### config.mk
export PLATFORM = sky130hd
export DESIGN_NAME = fetch_resp_unit_flat
export DESIGN_NICKNAME = d
export VERILOG_FILES = /design/src/rtl/fetch_resp_unit_pkg.sv /design/src/rtl/fetch_resp_unit_if.sv /design/src/rtl/fetch_resp_unit_beat_assembler.sv /design/src/rtl/fetch_resp_unit.sv /design/src/flat_wrapper.sv
export SDC_FILE = /design/constraint.sdc
export NUM_CORES = 1
export LEC_CHECK = 0
export BUFFER_PORTS_ARGS = -buffer_cell sky130_fd_sc_hd__clkbuf_2
export CELL_PAD_IN_SITES_DETAIL_PLACEMENT = 1
export CELL_PAD_IN_SITES_GLOBAL_PLACEMENT = 2
export CORE_MARGIN = 2
export CORE_UTILIZATION = 32
export CTS_CLUSTER_SIZE = 20
export DETAILED_ROUTE_END_ITERATION = 16
export PLACE_DENSITY = 0.86
export SLEW_MARGIN = 20
export SYNTH_ARGS = -nofsm -noshare
export SYNTH_HDL_FRONTEND = slang
export SYNTH_SLANG_ARGS = --single-unit
### constraint.sdc
create_clock -name clk -period 3.9 [get_ports clk]
set_input_delay 0.78 -clock clk [delete_from_list [all_inputs] [get_ports clk]]
set_output_delay 0.78 -clock clk [all_outputs]
set_load 0.005 [all_outputs]
### src/rtl/fetch_resp_unit_pkg.sv
`default_nettype none
// ============================================================================
// Module   : fetch_resp_unit_pkg
// Brief    : Shared constants and state encoding for the fetch response unit.
// Revision : 1.0 - initial release
// ============================================================================
package fetch_resp_unit_pkg;

  // Virtual PC presented before the first packet has been fetched.
  localparam logic [31:0] C_PC_RESET    = 32'h1c00_0000;
  // 32-bit beats per fetch packet (two instructions).
  localparam int          C_FETCH_BEATS = 2;

  typedef enum logic [2:0] {
    IDLE    = 3'd0,
    ADDR    = 3'd1,
    DATA    = 3'd2,
    HOLD    = 3'd3,
    DISCARD = 3'd4
  } fetch_state_t;

endpackage
`default_nettype wire

### src/rtl/fetch_resp_unit_if.sv
`default_nettype none
// ============================================================================
// Module   : fetch_resp_if
// Brief    : IF0/IF1 request-response handshake plus the burst read bus.
// Revision : 1.0 - initial release
// ============================================================================
interface fetch_resp_if
  import fetch_resp_unit_pkg::*;
#(
  parameter int BEATS = C_FETCH_BEATS
);

  // IF0 request side
  logic                  rvalid;
  logic [31:0]           raddr;
  logic [31:0]           p_addr;
  logic                  addr_ok;
  logic                  flush;
  // IF1 response side
  logic                  resp_ack;
  logic                  rready;
  logic [BEATS*32-1:0]   rdata;
  logic [31:0]           resp_pc;
  // Burst read bus
  logic                  mem_req;
  logic [31:0]           mem_addr;
  logic                  mem_gnt;
  logic                  mem_rvalid;
  logic [31:0]           mem_rdata;
  logic                  mem_rlast;

  // The fetch response unit itself.
  modport slave (
    input  rvalid, raddr, p_addr, flush, resp_ack,
    input  mem_gnt, mem_rvalid, mem_rdata, mem_rlast,
    output addr_ok, rready, rdata, resp_pc, mem_req, mem_addr
  );

  // Pipeline plus memory bridge surrounding the unit.
  modport master (
    output rvalid, raddr, p_addr, flush, resp_ack,
    output mem_gnt, mem_rvalid, mem_rdata, mem_rlast,
    input  addr_ok, rready, rdata, resp_pc, mem_req, mem_addr
  );

endinterface
`default_nettype wire

### src/rtl/fetch_resp_unit_beat_assembler.sv
`default_nettype none
// ============================================================================
// Module   : fetch_beat_assembler
// Brief    : Beat counter and packet register; packs 32-bit read beats into
//            one fetch packet, beat 0 in the low word.
// Revision : 1.0 - initial release
// ============================================================================
module fetch_beat_assembler #(
  parameter int BEATS = 2
) (
  input  logic                clk,
  input  logic                rstn,
  input  logic                beat_valid,
  input  logic [31:0]         beat_data,
  input  logic                clear,
  output logic [BEATS*32-1:0] packet,
  output logic                done
);

  localparam int              CNT_W      = $clog2(BEATS + 1);
  localparam logic [CNT_W-1:0] C_BEAT_MAX = CNT_W'(BEATS);

  logic [CNT_W-1:0]    r_cnt;
  logic [BEATS*32-1:0] r_packet;

  // Store each beat in its slot; surplus beats are dropped and the count saturates.
  always_ff @(posedge clk or negedge rstn) begin
    if (!rstn) begin
      r_cnt    <= '0;
      r_packet <= '0;
    end else if (clear) begin
      r_cnt    <= '0;
    end else if (beat_valid && (r_cnt < C_BEAT_MAX)) begin
      r_packet[32*r_cnt +: 32] <= beat_data;
      r_cnt                    <= r_cnt + CNT_W'(1);
    end
  end

  assign packet = r_packet;
  assign done   = (r_cnt == C_BEAT_MAX);

endmodule
`default_nettype wire

### src/rtl/fetch_resp_unit.sv
`default_nettype none
// ============================================================================
// Module   : fetch_resp_unit
// Brief    : IF0->IF1 fetch responder. Accepts one request, reads an aligned
//            BEATS*32-bit packet over the burst bus and holds it for IF1;
//            flush drops or drains the in-flight transaction.
// Revision : 1.0 - initial release
// ============================================================================
module fetch_resp_unit
  import fetch_resp_unit_pkg::*;
#(
  parameter logic [31:0] PC_RESET = C_PC_RESET,
  parameter int          BEATS    = C_FETCH_BEATS
) (
  input  logic        clk,
  input  logic        rstn,
  fetch_resp_if.slave bus
);

  fetch_state_t r_state;
  fetch_state_t w_next;

  logic        r_rready;
  logic        r_mem_req;
  logic [31:0] r_resp_pc;
  logic [31:0] r_mem_addr;

  logic w_addr_ok;
  logic w_last_beat;
  logic w_beat_clear;
  logic w_beat_write;
  logic w_unused_pkt_done;
  logic w_unused_paddr_lsb;

  assign w_addr_ok    = (r_state == IDLE) && bus.rvalid && !bus.flush;
  assign w_last_beat  = bus.mem_rvalid && bus.mem_rlast;
  assign w_beat_clear = (r_state == ADDR) && bus.mem_gnt;
  // A flush kills the transaction, so a beat arriving with it is not kept.
  assign w_beat_write = (r_state == DATA) && bus.mem_rvalid && !bus.flush;

  // Packet completion is signalled by rlast, not by the beat count.
  assign w_unused_paddr_lsb = ^bus.p_addr[2:0];

  fetch_beat_assembler #(
    .BEATS (BEATS)
  ) u_beat_assembler (
    .clk        (clk),
    .rstn       (rstn),
    .beat_valid (w_beat_write),
    .beat_data  (bus.mem_rdata),
    .clear      (w_beat_clear),
    .packet     (bus.rdata),
    .done       (w_unused_pkt_done)
  );

  // Next-state decode of the transaction FSM.
  always_comb begin
    w_next = r_state;
    case (r_state)
      IDLE: begin
        if (w_addr_ok) w_next = ADDR;
      end
      ADDR: begin
        if (bus.mem_gnt)    w_next = bus.flush ? DISCARD : DATA;
        else if (bus.flush) w_next = IDLE;
      end
      DATA: begin
        if (bus.flush)        w_next = w_last_beat ? IDLE : DISCARD;
        else if (w_last_beat) w_next = HOLD;
      end
      HOLD: begin
        if (bus.flush || bus.resp_ack) w_next = IDLE;
      end
      DISCARD: begin
        if (w_last_beat) w_next = IDLE;
      end
      default: w_next = IDLE;
    endcase
  end

  // State register plus registered rready / mem_req decoded from the next state.
  always_ff @(posedge clk or negedge rstn) begin
    if (!rstn) begin
      r_state   <= IDLE;
      r_rready  <= 1'b0;
      r_mem_req <= 1'b0;
    end else begin
      r_state   <= w_next;
      r_rready  <= (w_next == HOLD);
      r_mem_req <= (w_next == ADDR);
    end
  end

  // Capture PC and aligned burst address when a request is accepted.
  always_ff @(posedge clk or negedge rstn) begin
    if (!rstn) begin
      r_resp_pc  <= PC_RESET;
      r_mem_addr <= 32'h0;
    end else if (w_addr_ok) begin
      r_resp_pc  <= bus.raddr;
      r_mem_addr <= {bus.p_addr[31:3], 3'b000};
    end
  end

  assign bus.addr_ok  = w_addr_ok;
  assign bus.rready   = r_rready;
  assign bus.resp_pc  = r_resp_pc;
  assign bus.mem_req  = r_mem_req;
  assign bus.mem_addr = r_mem_addr;

endmodule
`default_nettype wire

### src/flat_wrapper.sv
// flat-port wrapper written by rule: the top's interface ports become plain ports
module fetch_resp_unit_flat import fetch_resp_unit_pkg::*;
#(
  parameter logic [31:0] PC_RESET = C_PC_RESET,
  parameter int          BEATS    = C_FETCH_BEATS
)
  (clk, rstn, bus_rvalid, bus_raddr, bus_p_addr, bus_flush, bus_resp_ack, bus_mem_gnt, bus_mem_rvalid, bus_mem_rdata, bus_mem_rlast, bus_addr_ok, bus_rready, bus_rdata, bus_resp_pc, bus_mem_req, bus_mem_addr);
  fetch_resp_if #(.BEATS(BEATS)) bus_i ();
  input  logic clk;
  input  logic rstn;
  input wire logic [$bits(bus_i.rvalid)-1:0] bus_rvalid;
  input wire logic [$bits(bus_i.raddr)-1:0] bus_raddr;
  input wire logic [$bits(bus_i.p_addr)-1:0] bus_p_addr;
  input wire logic [$bits(bus_i.flush)-1:0] bus_flush;
  input wire logic [$bits(bus_i.resp_ack)-1:0] bus_resp_ack;
  input wire logic [$bits(bus_i.mem_gnt)-1:0] bus_mem_gnt;
  input wire logic [$bits(bus_i.mem_rvalid)-1:0] bus_mem_rvalid;
  input wire logic [$bits(bus_i.mem_rdata)-1:0] bus_mem_rdata;
  input wire logic [$bits(bus_i.mem_rlast)-1:0] bus_mem_rlast;
  output wire logic [$bits(bus_i.addr_ok)-1:0] bus_addr_ok;
  output wire logic [$bits(bus_i.rready)-1:0] bus_rready;
  output wire logic [$bits(bus_i.rdata)-1:0] bus_rdata;
  output wire logic [$bits(bus_i.resp_pc)-1:0] bus_resp_pc;
  output wire logic [$bits(bus_i.mem_req)-1:0] bus_mem_req;
  output wire logic [$bits(bus_i.mem_addr)-1:0] bus_mem_addr;
  assign bus_i.rvalid = bus_rvalid;
  assign bus_i.raddr = bus_raddr;
  assign bus_i.p_addr = bus_p_addr;
  assign bus_i.flush = bus_flush;
  assign bus_i.resp_ack = bus_resp_ack;
  assign bus_i.mem_gnt = bus_mem_gnt;
  assign bus_i.mem_rvalid = bus_mem_rvalid;
  assign bus_i.mem_rdata = bus_mem_rdata;
  assign bus_i.mem_rlast = bus_mem_rlast;
  assign bus_addr_ok = bus_i.addr_ok;
  assign bus_rready = bus_i.rready;
  assign bus_rdata = bus_i.rdata;
  assign bus_resp_pc = bus_i.resp_pc;
  assign bus_mem_req = bus_i.mem_req;
  assign bus_mem_addr = bus_i.mem_addr;
  fetch_resp_unit #(.PC_RESET(PC_RESET), .BEATS(BEATS)) u_core (.clk(clk), .rstn(rstn), .bus(bus_i));
endmodule
## Word level (Yosys, flattened, before mapping)

Index checks and enable logic that the tools add are counted.
Widths: inputs -> output; s select.

| operators by class | value |
|---|---|
| add/sub/neg operators | 2 |
| order comparisons | 1 |
| equality and inequality tests | 6 |
| shift-type cells | 2 |
| multiplexer cells | 13 |
| bitwise logic cells | 1 |
| reduce and logical (&&, ||, !) cells | 12 |

Operator list:

| kind | count |
|---|---|
| $bwmux 64 | 1 |
| $shift 32x34->64 const A | 1 |
| $shiftx 32x34->64 | 1 |
| $neg 7->34 | 1 |
| $mux 3 | 9 |
| $pmux 3 s5 | 1 |
| $eq 3x2->1 const B | 3 |
| $logic_and 1x1->1 | 7 |
| $eq 3x1->1 const B | 2 |
| $mux 2 | 2 |
| $eq 3x3->1 const B | 1 |
| $logic_not 3->1 | 1 |
| $add 2x1->2 const B | 1 |
| $lt 2x2->1 const B | 1 |
| $reduce_and 2->1 | 1 |
| $reduce_bool 2->1 | 1 |
| $logic_not 1->1 | 1 |
| $logic_or 1x1->1 | 1 |
| $not 1->1 | 1 |

| storage, ports and cells | value |
|---|---|
| register bits after elaboration | 132 |
| input bits | 104 |
| output and inout bits | 131 |
| logic and storage cells | 44 |

## Depth between registers and ports, before layout

| logic depth | value |
|---|---|
| depth after elaboration | 6 |
| gate-level depth with buffers | 8 |
| depth with buffers taken out | 5 |

## Modules after synthesis

A second synthesis with hierarchy kept.

| unflattened totals | value |
|---|---|
| cell total of the unflattened synthesis | 455 |
| area, all modules | 5629.1 µm² |

Modules (own cells, without submodules):

| module | instances | cells each | area each (µm²) | sequential area each (µm²) |
|---|---|---|---|---|
| fetch_resp_unit | 1 | 161 | 2890.3 | 1655.3 |
| fetch_beat_assembler | 1 | 294 | 2738.9 | 1651.6 |

## Worst setup path before layout

No wires, ideal clock.

| path | value |
|---|---|
| path kind | input to output |
| start | input port bus_flush |
| end | output port bus_addr_ok |
| arrival time | 1.376 ns |
| required time | 3.120 ns |
| setup slack | 1.744 ns |
| stages on the path | 4 |
| path buffers | 1 |
| path through | nor2_1 nand3_1 buf_2 inv_1 |

| on the way | value |
|---|---|
| word-level cells in the longest chain between the ends | 2 |

RTL lines:

| item | RTL line | text |
|---|---|---|
| start: declaration | flat_wrapper.sv:14 | `input wire logic [$bits(bus_i.flush)-1:0] bus_flush;` |
| $logic_not 1->1 | fetch_resp_unit.sv:35 | `assign w_addr_ok = (r_state == IDLE) && bus.rvalid && !bus.flush;` |
| $logic_and 1x1->1 | fetch_resp_unit.sv:35 |  |
| end: declaration | flat_wrapper.sv:20 | `output wire logic [$bits(bus_i.addr_ok)-1:0] bus_addr_ok;` |

Every way passes these cells.

## Worst setup path in the final report

| path | value |
|---|---|
| start | register u_core.r_state[0] |
| end | output port bus_addr_ok |

| on the way | value |
|---|---|
| word-level cells in the longest chain between the ends | 3 |

RTL lines:

| item | RTL line | text |
|---|---|---|
| start: declaration | fetch_resp_unit.sv:20 | `fetch_state_t r_state;` |
| start signal: assignment | fetch_resp_unit.sv:88 | `r_state <= w_next;` |
| $logic_not 3->1 | fetch_resp_unit.sv:35 |  |
| $logic_and 1x1->1 (2 in a row) | fetch_resp_unit.sv:35 |  |

Every way passes these cells.

==> results.txt <==
Final Non-Filler Cells: 901
final worst slack: 1170 ps
diodes inserted: 0
Fmax: 366 MHz
CP Launch Type: flop
Post-Syn Instances: 434
yosys warns: 0
Starting Density: 0.328
maximum vdd drop: 0.316 mV
Final Cycle Share: 0.701
Filler Cell Count: 1919
min Tclk post-route: 2730 ps
initial antenna violation count: 0
Hold Vio Cnt, Final: 0
#FFs+latches synth: 132
core box area: 0.0173 mm2
status: finished, final reports clean
fin util: 0.436
num ports: 235
H-tree levels: 4
IO Port Bufs: 228
Wirelength per Cell: 17.4 um
post-synthesis cell type count: 29
worst hold slack: 502 ps
Seq/Total Area, Yosys: 0.583
grt total ovfl: 0
post-CTS sizing: 0
share of the synthesized area in the top cell type: 0.569
Max Cap Viol: 0
RSZ-0062 raised after global routing: false
hold_buf cts: 0
die area: 0.0188 mm2
final setup fails: 0
CTS tree: yes
min-delay worst type: reg -> reg
Routed WL: 15700 um
Slew @ Worst Pin: 942 ps
reg-to-reg slack, setup: 1520 ps
vias in the first global route: 4608
placed instance count: 869
Synth Cell Area: 0.00567 mm2
CTS Root Cell: clkbuf_16
Iter 0 DRT Violations: 130
pin count of the biggest net entering global routing: 118
number of synthesized flops with an enable pin: 0
Crit. End Element: primary output
CTS Buf Count: 17
Vias/cell: 4.59
max-slew violation count: 0
CP max FO: 24
Post-synth top flop: dfrtp_1
post-route ant nets: 0
Setup Total Neg Slack: 0 ps
pwr dens: 655 mW/mm2
Relative slew margins: 0.372
CP required: 3120 ps
Worst R2R Start: u_core.r_state[2]$_DFF_PN0_
pre-CTS setup slack: 1120 ps
Setup Buffers After CTS: 0
reg2reg path depth: 4
total track usage: 0.170
first-pass GRT wire length: 24200 um
hold_sp: u_core.bus.mem_addr[30]$_DFFE_PN0P_
Hold Path Cell Cnt: 1
P&R area growth vs syn: 32.9%
clk_lat worst skew: 410 ps
layout cell share with drive strength beyond 1: 0.527
leak pwr: 0.00393 uW
ys async rst share: 1.00
Final HPWL DP: 11300 um
Clock Skews: 5.91 ps
hold endpoint: u_core.bus.mem_addr[30]$_DFFE_PN0P_
TritonRoute pass-1 iters: 4
Worst-path clk slew: 60 ps
cell taking the most area after synthesis: dfrtp_1
Synth area leaders: dfrtp_1, mux2_2, mux2i_1
Sink Count: 132
Die X: 137 um
critical path class: reg -> out
via count: 4136
syn avg cell area: 13.1 um2
nets@finish: 770
FP Rows: 48
worst path arrival time: 1950 ps
drt drc: 0
Clock Tree Buf Depth: 2
Die Ht: 137 um
Worst R2R End: u_core.u_beat_assembler.packet[60]$_DFFE_PN0P_
final RePlAce weighted congestion: 0.749
-- layout by cell type (no fill, tap or decap), types with 3 or more instances in the layout --
cell type	n
dfrtp_1	129
buf_4	8
nor2_1	3
mux2_2	64
conb_1	3
nand2_1	49
dfstp_2	3
ha_1	3
and3_1	19
inv_1	50
mux2_4	16
clkbuf_2	227
mux2i_1	48
clkinvlp_4	3
inv_6	6
nand3_1	3
clkbuf_16	17
-- worst max path at each step --
stage                                                      to  cells after the start  slack (ps)                        start
6_report                                          bus_addr_ok                      4        1170  u_core.r_state[0]$_DFF_PN0_
5_1_grt                                           bus_addr_ok                      4        1020  u_core.r_state[0]$_DFF_PN0_
4_1_cts                                           bus_addr_ok                      4        1090  u_core.r_state[0]$_DFF_PN0_
3_5_place_dp   u_core.u_beat_assembler.packet[60]$_DFFE_PN0P_                      5        1120                    bus_flush
3_3_place_gp   u_core.u_beat_assembler.packet[59]$_DFFE_PN0P_                      5        1210                    bus_flush
2_1_floorplan                                     bus_addr_ok                      4        1740                    bus_flush
-- metrics by stage --
stage               area (um2)  power, uW
detailed placement        6970       3450
finish                    7540       4940
floorplan                 5680       2670
CTS                       7540       5030
global placement          6970       3340
global route              7540       5260
-- layout make-up --
| class | instances | area, um2 | area share |
|---|---|---|---|
| flip-flops and latches | 132 | 3310 | 0.439 |
| clock buffers | 17 | 425 | 0.0564 |
| inverters | 50 | 188 | 0.0249 |
| repair buffers | 236 | 1210 | 0.160 |
| clock inverters | 15 | 144 | 0.0191 |
| multi-input cells | 226 | 1980 | 0.263 |
| well taps | 225 | 282 | 0.0373 |
-- flip-flops by register name, indices dropped and copies added, names as in the netlist --
register and cells:
u_core.r_state 3, u_core.bus.mem_addr 29, u_core.bus.rready 1, u_core.u_beat_assembler.r_cnt 2, u_core.u_beat_assembler.packet 64, u_core.bus.mem_req 1, u_core.bus.resp_pc 32
-- kinds of logic after synthesis --
kind of cell,share of synthesized area
buffers and inverters,0.0706
AOI/OAI and AO/OA,0.00529
other,0.000661
and+or+nand+nor,0.0748
muxes,0.259
adders and majority gates,0.00662
DFF,0.583
-- Yosys cell counts, drive strengths merged (2+ instances only) --
cell    number
ha           3
dfrtp      129
a21boi       2
and3        21
nor2         3
nor2b        2
nand3        4
nand2       49
o21ai        2
mux2        80
dfstp        3
mux2i       48
inv         50
clkbuf       9
buf         19
-- report_power, final --
part           switching (uW)  internal, uW  leakage (uW)  total (uW)
Combinational             694           670       0.00215        1360
Clock                     659           892      0.000273        1550
Sequential                238          1790       0.00150        2030
Total                    1590          3350       0.00393        4940
-- critical path, cell delays in order, from the launching register on --
cell,delay (ps)
dfrtp_1,490
nor2_1,230
nand3_2,510
inv_1,180
clkbuf_2,130
-- routing by layer --
layer | up-vias | wire [um] | track usage
li1 | 1879 | - | -
met1 | 2075 | 6090 | 0.189
met2 | 155 | 8080 | 0.297
met3 | 27 | 1110 | 0.0552
met4 | 0 | 373 | 0.0733
met5 | - | 0 | 0
Power figures use the tool's default switching activity.
